File: config.mk
export PLATFORM = sky130hd
export DESIGN_NAME = fetch_ctrl_flat
export DESIGN_NICKNAME = d
export VERILOG_FILES = /design/src/rtl/fetch_pkg.sv /design/src/rtl/fetch_if.sv /design/src/rtl/fetch_queue.sv /design/src/rtl/fetch_ctrl.sv /design/src/flat_wrapper.sv
export SDC_FILE = /design/constraint.sdc
export NUM_CORES = 1
export LEC_CHECK = 0
export ABC_AREA = 1
export CAP_MARGIN = 20
export CORE_ASPECT_RATIO = 2
export CORE_MARGIN = 2
export CORE_UTILIZATION = 40
export CTS_CLUSTER_DIAMETER = 80
export DETAILED_ROUTE_END_ITERATION = 12
export DONT_BUFFER_PORTS = 1
export GPL_ROUTABILITY_DRIVEN = 0
export PLACE_DENSITY = 0.54
export SYNTH_ARGS = -nofsm -noshare
export SYNTH_HDL_FRONTEND = slang
export SYNTH_SLANG_ARGS = --single-unit
File: constraint.sdc
create_clock -name clk -period 5.5 [get_ports clk]
set_input_delay 0.825 -clock clk [delete_from_list [all_inputs] [get_ports clk]]
set_output_delay 0.825 -clock clk [all_outputs]
set_load 0.01 [all_outputs]
File: src/rtl/fetch_pkg.sv
// Shared constants and types for the instruction fetch path.
package fetch_pkg;

  localparam int          ROM_AW    = 10;
  localparam logic [31:0] NOP_INSTR = 32'h0000_0013;

  // Major opcodes, kept here so decode and benches use one definition.
  localparam logic [6:0] OP_I_IMM = 7'b0010011;
  localparam logic [6:0] OP_LOAD  = 7'b0000011;
  localparam logic [6:0] OP_JAL   = 7'b1101111;
  localparam logic [6:0] OP_S     = 7'b0100011;
  localparam logic [6:0] OP_R     = 7'b0110011;
  localparam logic [6:0] OP_B     = 7'b1100011;

  // One instruction queue entry: the word and the byte address it came from.
  typedef struct packed {
    logic [31:0] instr;
    logic [31:0] pc;
  } fq_entry_t;

  // Decode may request 0..3; 3 means "as many as the two slots allow".
  function automatic logic [1:0] deq_request(input logic [1:0] d);
    return (d == 2'd3) ? 2'd2 : d;
  endfunction

endpackage

File: src/rtl/fetch_if.sv
// Bus bundle between the fetch sequencer, the instruction ROM and decode.
//
// Handshake: out0_valid/out1_valid mark presented slots (out1 only when
// out0 is valid). Decode reports how many slots it took this cycle on
// deq_cnt; taking more than are valid is a protocol error and is clipped.
// redirect_valid is a single-cycle command that flushes everything and
// restarts fetch at redirect_pc. The ROM has no handshake: rom_instr1/2
// always hold the words addressed by rom_addr on the previous cycle.
interface fetch_if #(
  parameter int AW = fetch_pkg::ROM_AW
);
  logic [AW-1:0] rom_addr;
  logic [31:0]   rom_instr1;
  logic [31:0]   rom_instr2;
  logic          redirect_valid;
  logic [31:0]   redirect_pc;
  logic [1:0]    deq_cnt;
  logic          out0_valid;
  logic [31:0]   out0_instr;
  logic [31:0]   out0_pc;
  logic          out1_valid;
  logic [31:0]   out1_instr;
  logic [31:0]   out1_pc;

  modport master (
    output rom_addr,
    input  rom_instr1, rom_instr2,
    input  redirect_valid, redirect_pc, deq_cnt,
    output out0_valid, out0_instr, out0_pc,
    output out1_valid, out1_instr, out1_pc
  );

  modport slave (
    input  rom_addr,
    output rom_instr1, rom_instr2,
    output redirect_valid, redirect_pc, deq_cnt,
    input  out0_valid, out0_instr, out0_pc,
    input  out1_valid, out1_instr, out1_pc
  );
endinterface

File: src/rtl/fetch_queue.sv
// Circular buffer of {instr, pc} with up to two reads and two writes per
// cycle. The caller never writes more than the free space after reads.
module fetch_queue
  import fetch_pkg::*;
#(
  parameter  int DEPTH = 4,
  localparam int PW    = $clog2(DEPTH),
  localparam int CW    = PW + 1
) (
  input  logic          clk,
  input  logic          clr,
  input  logic [1:0]    rd_cnt,
  input  logic [1:0]    wr_cnt,
  input  fq_entry_t     wr0,
  input  fq_entry_t     wr1,
  output fq_entry_t     rd0,
  output fq_entry_t     rd1,
  output logic [CW-1:0] count
);

  fq_entry_t     mem [DEPTH];
  logic [PW-1:0] head;
  logic [PW-1:0] tail;

  assign rd0 = mem[head];
  assign rd1 = mem[head + PW'(1)];

  // Pointer and occupancy update; clear wins over any read or write.
  always_ff @(posedge clk) begin
    if (clr) begin
      head  <= '0;
      tail  <= '0;
      count <= '0;
    end else begin
      head  <= head + PW'(rd_cnt);
      tail  <= tail + PW'(wr_cnt);
      count <= count - CW'(rd_cnt) + CW'(wr_cnt);
    end
  end

  // Storage writes at the tail; contents are don't-care until written.
  always_ff @(posedge clk) begin
    if (!clr && wr_cnt != 2'd0) mem[tail] <= wr0;
    if (!clr && wr_cnt == 2'd2) mem[tail + PW'(1)] <= wr1;
  end

endmodule

File: src/rtl/fetch_ctrl.sv
// Fetch sequencer: owns the PC, issues paired ROM reads when the queue
// has room for the returning pair, and presents the two oldest
// instructions to decode.
module fetch_ctrl
  import fetch_pkg::*;
#(
  parameter int          QDEPTH   = 4,
  parameter int          ROM_AW   = fetch_pkg::ROM_AW,
  parameter logic [31:0] RESET_PC = 32'h0000_0000
) (
  input  logic     clk,
  input  logic     rst,
  fetch_if.master  bus
);

  localparam int CW = $clog2(QDEPTH) + 1;

  logic [31:0]   pc;
  logic [31:0]   inflight_pc;
  logic          inflight;
  logic [CW-1:0] count;
  logic [1:0]    deq_req;
  logic [1:0]    deq_eff;
  logic [1:0]    enq_cnt;
  logic [CW:0]   count_after;
  logic          fire;
  logic          flush;
  logic          pc_last;
  logic          inflight_last;
  fq_entry_t     wr0, wr1, rd0, rd1;

  assign flush         = rst | bus.redirect_valid;
  assign pc_last       = &pc[ROM_AW+1:2];
  assign inflight_last = &inflight_pc[ROM_AW+1:2];
  assign bus.rom_addr  = pc[ROM_AW+1:2];

  // Occupancy bookkeeping: clip the dequeue, size the returning pair and
  // fetch only when the whole next pair is guaranteed a slot.
  always_comb begin
    deq_req     = deq_request(bus.deq_cnt);
    deq_eff     = (CW'(deq_req) > count) ? count[1:0] : deq_req;
    enq_cnt     = inflight ? (inflight_last ? 2'd1 : 2'd2) : 2'd0;
    count_after = (CW+1)'(count) - (CW+1)'(deq_eff) + (CW+1)'(enq_cnt);
    fire        = !flush &&
                  (({1'b0, count_after} + (CW+2)'(2)) <= (CW+2)'(QDEPTH));
    wr0         = '{instr: bus.rom_instr1, pc: inflight_pc};
    wr1         = '{instr: bus.rom_instr2, pc: inflight_pc + 32'd4};
  end

  // PC and in-flight tracking; the last ROM word has no partner, so the
  // PC advances by one word there instead of two.
  always_ff @(posedge clk) begin
    if (rst) begin
      pc          <= RESET_PC;
      inflight    <= 1'b0;
      inflight_pc <= '0;
    end else if (bus.redirect_valid) begin
      pc          <= bus.redirect_pc & ~32'd3;
      inflight    <= 1'b0;
    end else if (fire) begin
      pc          <= pc + (pc_last ? 32'd4 : 32'd8);
      inflight    <= 1'b1;
      inflight_pc <= pc;
    end else begin
      inflight    <= 1'b0;
    end
  end

  fetch_queue #(.DEPTH(QDEPTH)) u_queue (
    .clk    (clk),
    .clr    (flush),
    .rd_cnt (deq_eff),
    .wr_cnt (enq_cnt),
    .wr0    (wr0),
    .wr1    (wr1),
    .rd0    (rd0),
    .rd1    (rd1),
    .count  (count)
  );

  // Present the queue head; empty slots show a NOP at pc 0.
  always_comb begin
    bus.out0_valid = (count >= CW'(1));
    bus.out1_valid = (count >= CW'(2));
    bus.out0_instr = bus.out0_valid ? rd0.instr : NOP_INSTR;
    bus.out0_pc    = bus.out0_valid ? rd0.pc    : 32'd0;
    bus.out1_instr = bus.out1_valid ? rd1.instr : NOP_INSTR;
    bus.out1_pc    = bus.out1_valid ? rd1.pc    : 32'd0;
  end

endmodule

File: src/flat_wrapper.sv
// flat-port wrapper written by rule: the top's interface ports become plain ports
module fetch_ctrl_flat import fetch_pkg::*;
#(
  parameter int          QDEPTH   = 4,
  parameter int          ROM_AW   = fetch_pkg::ROM_AW,
  parameter logic [31:0] RESET_PC = 32'h0000_0000
)
  (clk, rst, bus_rom_addr, bus_rom_instr1, bus_rom_instr2, bus_redirect_valid, bus_redirect_pc, bus_deq_cnt, bus_out0_valid, bus_out0_instr, bus_out0_pc, bus_out1_valid, bus_out1_instr, bus_out1_pc);
  fetch_if #(.AW((10))) bus_i ();
  input  logic clk;
  input  logic rst;
  output wire logic [$bits(bus_i.rom_addr)-1:0] bus_rom_addr;
  input wire logic [$bits(bus_i.rom_instr1)-1:0] bus_rom_instr1;
  input wire logic [$bits(bus_i.rom_instr2)-1:0] bus_rom_instr2;
  input wire logic [$bits(bus_i.redirect_valid)-1:0] bus_redirect_valid;
  input wire logic [$bits(bus_i.redirect_pc)-1:0] bus_redirect_pc;
  input wire logic [$bits(bus_i.deq_cnt)-1:0] bus_deq_cnt;
  output wire logic [$bits(bus_i.out0_valid)-1:0] bus_out0_valid;
  output wire logic [$bits(bus_i.out0_instr)-1:0] bus_out0_instr;
  output wire logic [$bits(bus_i.out0_pc)-1:0] bus_out0_pc;
  output wire logic [$bits(bus_i.out1_valid)-1:0] bus_out1_valid;
  output wire logic [$bits(bus_i.out1_instr)-1:0] bus_out1_instr;
  output wire logic [$bits(bus_i.out1_pc)-1:0] bus_out1_pc;
  assign bus_rom_addr = bus_i.rom_addr;
  assign bus_i.rom_instr1 = bus_rom_instr1;
  assign bus_i.rom_instr2 = bus_rom_instr2;
  assign bus_i.redirect_valid = bus_redirect_valid;
  assign bus_i.redirect_pc = bus_redirect_pc;
  assign bus_i.deq_cnt = bus_deq_cnt;
  assign bus_out0_valid = bus_i.out0_valid;
  assign bus_out0_instr = bus_i.out0_instr;
  assign bus_out0_pc = bus_i.out0_pc;
  assign bus_out1_valid = bus_i.out1_valid;
  assign bus_out1_instr = bus_i.out1_instr;
  assign bus_out1_pc = bus_i.out1_pc;
  fetch_ctrl #(.QDEPTH(QDEPTH), .ROM_AW(ROM_AW), .RESET_PC(RESET_PC)) u_core (.clk(clk), .rst(rst), .bus(bus_i));
endmodule
==> results.tsv <==
metric	value	unit
die_h	311	um
arrival	4.95	ns
crit_start	u_core.u_queue.count[1]	
clkLatencyLatePin	0.59	ns
max_freq	224	MHz
clkPwrFrac	23.2	%
numPortBuffers	0	
hold_class	in -> reg	
dieWidth	158	um
required	5.98	ns
synth_seq_cells	316	
drc_errors	0	
antennaDiodeCount	0	
power_frac_seq	34.0	%
p_int	4780	uW
yosysSeqAreaShare	46.6	%
p_leak	0.00763	uW
vdd.ir_drop.worst	0.000336	V
tritoncts	yes	
powerDensity	444	nW/um^2
crit_path_end	u_core.pc[22]	
yosys.cell_types.count	47	
netlist_instances	2457	
cap_violations	0	
fin_crit	4.47	ns
cp-end-kind	flip-flop	
combPwrFrac	42.8	%
nets	2424	
dp_slack	0.547	ns
cp_max_fo	42	
p_sw	4020	uW
grt_pass1_vias	16200	
grtUsageTotal	25.1	%
r2r_end	u_core.pc[22]	
boundaryPins	241	
grt_max_degree	104	
routed_via_density	5.55	
mappedNetlistArea	18900	sq um
first_iter_violations	1046	
finalHoldViolCount	0	
grt-ovfl-total	0	
skew	0.0236	ns
post-place-cells	2903	
placed_area	18900	sq um
slew_headroom	26.3	%
cts_root_buf	clkbuf_16	
h-tree-depth	1	
tns	0	ns
cts_hold_buf	0	
setup_violations	0	
rsz0062_at_grt	false	
rr_worst_depth	19	
area_growth	5.07	%
swShare	45.7	%
initial_utilization	40.5	%
path_clk_slew	0.07	ns
synthArstFlopShare	0	%
critPathKind	reg -> reg	
r2r_slack	1.03	ns
yosysWarnings	0	
tightestPinTransition	1.10	ns
design_area	19800	sq um
cts_buffer_depth	3	
ctsResizeCount	0	
die_area	49100	sq um
antenna_found_initial	1	
cts.sinks	316	
drive_gt1_share	6.60	%
finalNonFillerCells	2959	
row_count	112	
fin_util	42.5	%
status	finished, final reports clean	
core	46700	sq um
cp-start-kind	flip-flop	
r2r-start	u_core.u_queue.count[1]	
ant_nets	0	
routed_wl	63.3	mm
vias	16400	
synth-main-ff-cell	edfxtp_1	
first_pass_iters	5	
slew_viol_final	0	
min_period_over_period	81.3	%
wire_per_inst	21.4	um
avgSynthCellArea	7.69	sq um
synth_edf_count	248	
finalWorstSetupSlack	1.03	ns
grt_pass1_wl	93.6	mm
post_cts_buffers	0	
hpwl	40.5	mm
cts_buffers	30	
-- Yosys cell counts (5+ instances only) --
cell type | count | area [sq um]
nand2_4 | 6 | 67.6
o21ai_0 | 284 | 1420
a22oi_1 | 7 | 52.6
a21oi_1 | 164 | 821
buf_2 | 30 | 150
ha_1 | 12 | 150
o21ai_2 | 17 | 149
buf_1 | 15 | 56.3
dfxtp_1 | 68 | 1360
nand2_2 | 5 | 31.3
buf_4 | 25 | 188
o21ai_1 | 106 | 531
edfxtp_1 | 248 | 7450
nor2_1 | 225 | 845
a31oi_1 | 54 | 338
inv_1 | 168 | 631
nand3b_1 | 10 | 75.1
nand2_1 | 702 | 2640
nand4_1 | 5 | 31.3
clkbuf_1 | 118 | 443
buf_6 | 26 | 293
nand3_1 | 73 | 365
nor2_2 | 6 | 37.5
inv_2 | 11 | 41.3
xor2_1 | 20 | 175
xnor2_1 | 12 | 105
-- layout by cell type (no fill, tap or decap), drive strengths merged, types with 4 or more instances in the layout --
cell type	instances
a31oi	54
o21ai	408
nand4	5
conb	4
nor3	9
edfxtp	248
buf	31
nand2	714
a21oi	164
dfxtp	68
nor2	235
xor2	21
ha	12
xnor2	12
a22oi	7
clkinv	9
inv	184
nand3b	10
clkbuf	41
nand3	79
-- power by group through the flow --
stage | clock network (uW) | registers (uW) | logic [uW]
floorplan | 0 | 2870 | 2890
global placement | 0 | 3040 | 3720
detailed placement | 0 | 3040 | 3780
CTS | 2080 | 2990 | 3790
global route | 2160 | 3010 | 4170
finish | 2040 | 2990 | 3770
-- layout make-up --
type	count	area, sq um
Timing Repair Buffer	31	295
Inverter	181	692
Multi-Input combinational cell	1748	8310
Clock buffer	41	855
Clock inverter	15	90.1
Tap cell	627	785
Sequential cell	316	8820
Fill cell	4693	26800
-- sequential cells by signal, summed over array words and instances (netlist names) --
signal and count:
u_core.inflight_pc 30, u_core.pc 30, u_core.u_queue.tail 2, u_core.u_queue.mem 248, u_core.u_queue.count 3, u_core.inflight 1, u_core.u_queue.head 2
-- worst min path at each step --
stage	startpoint	endpoint	slack, ns	cells after the start
2_1_floorplan	u_core.pc[28]	u_core.inflight_pc[28]	0.47	2
3_3_place_gp	u_core.inflight_pc[14]	u_core.u_queue.mem[2][14]	0.47	0
3_5_place_dp	u_core.inflight_pc[14]	u_core.u_queue.mem[2][14]	0.50	0
4_1_cts	rst	u_core.pc[19]	0.28	1
5_1_grt	rst	u_core.pc[10]	0.29	1
6_report	rst	u_core.pc[6]	0.30	1
-- metrics by stage --
step	power [uW]	hold WS (ns)
detailed placement	6820	0.497
floorplan	5760	0.472
global placement	6760	0.474
global route	9340	0.286
CTS	8870	0.276
finish	8800	0.299
-- logic make-up (layout without fill, tap and decap cells) --
group | count (synthesis) | after routing | synth area share, %
XOR/XNOR | 33 | 33 | 1.57
AO/OA/AOI/OAI | 640 | 640 | 17.9
adder cells (fa/ha/maj) | 15 | 15 | 1.11
buffers and inverters | 396 | 268 | 9.65
flip-flops | 316 | 316 | 46.6
other | 1 | 4 | 0.0199
AND/OR/NAND/NOR | 1056 | 1056 | 23.1
-- routing by layer --
metal | vias to the layer above | GRT usage (%) | part of all wire (%)
met5 | - | 0 | 0.016
met4 | 2 | 12.6 | 5.1
met3 | 158 | 5.24 | 7.4
met2 | 650 | 46.8 | 52
met1 | 7788 | 25.9 | 35
li1 | 7830 | - | -
-- worst max-delay path, stage by stage (launching register included) --
cell     delay (ns)
dfxtp_1        0.44
inv_1          0.08
ha_1           0.31
a21oi_1        0.12
o21ai_0        0.16
o21ai_0        0.41
fa_1           0.54
fa_1           0.45
inv_1          0.06
nand2_1        0.05
nand2_1        0.07
inv_1          0.05
ha_1           0.32
o21ai_4        0.23
nand3_4        0.41
buf_4          0.38
nand3_1        0.09
nand3_1        0.07
nand2_1        0.06
inv_1          0.04
No activity file was read; power rests on OpenSTA's default activity.
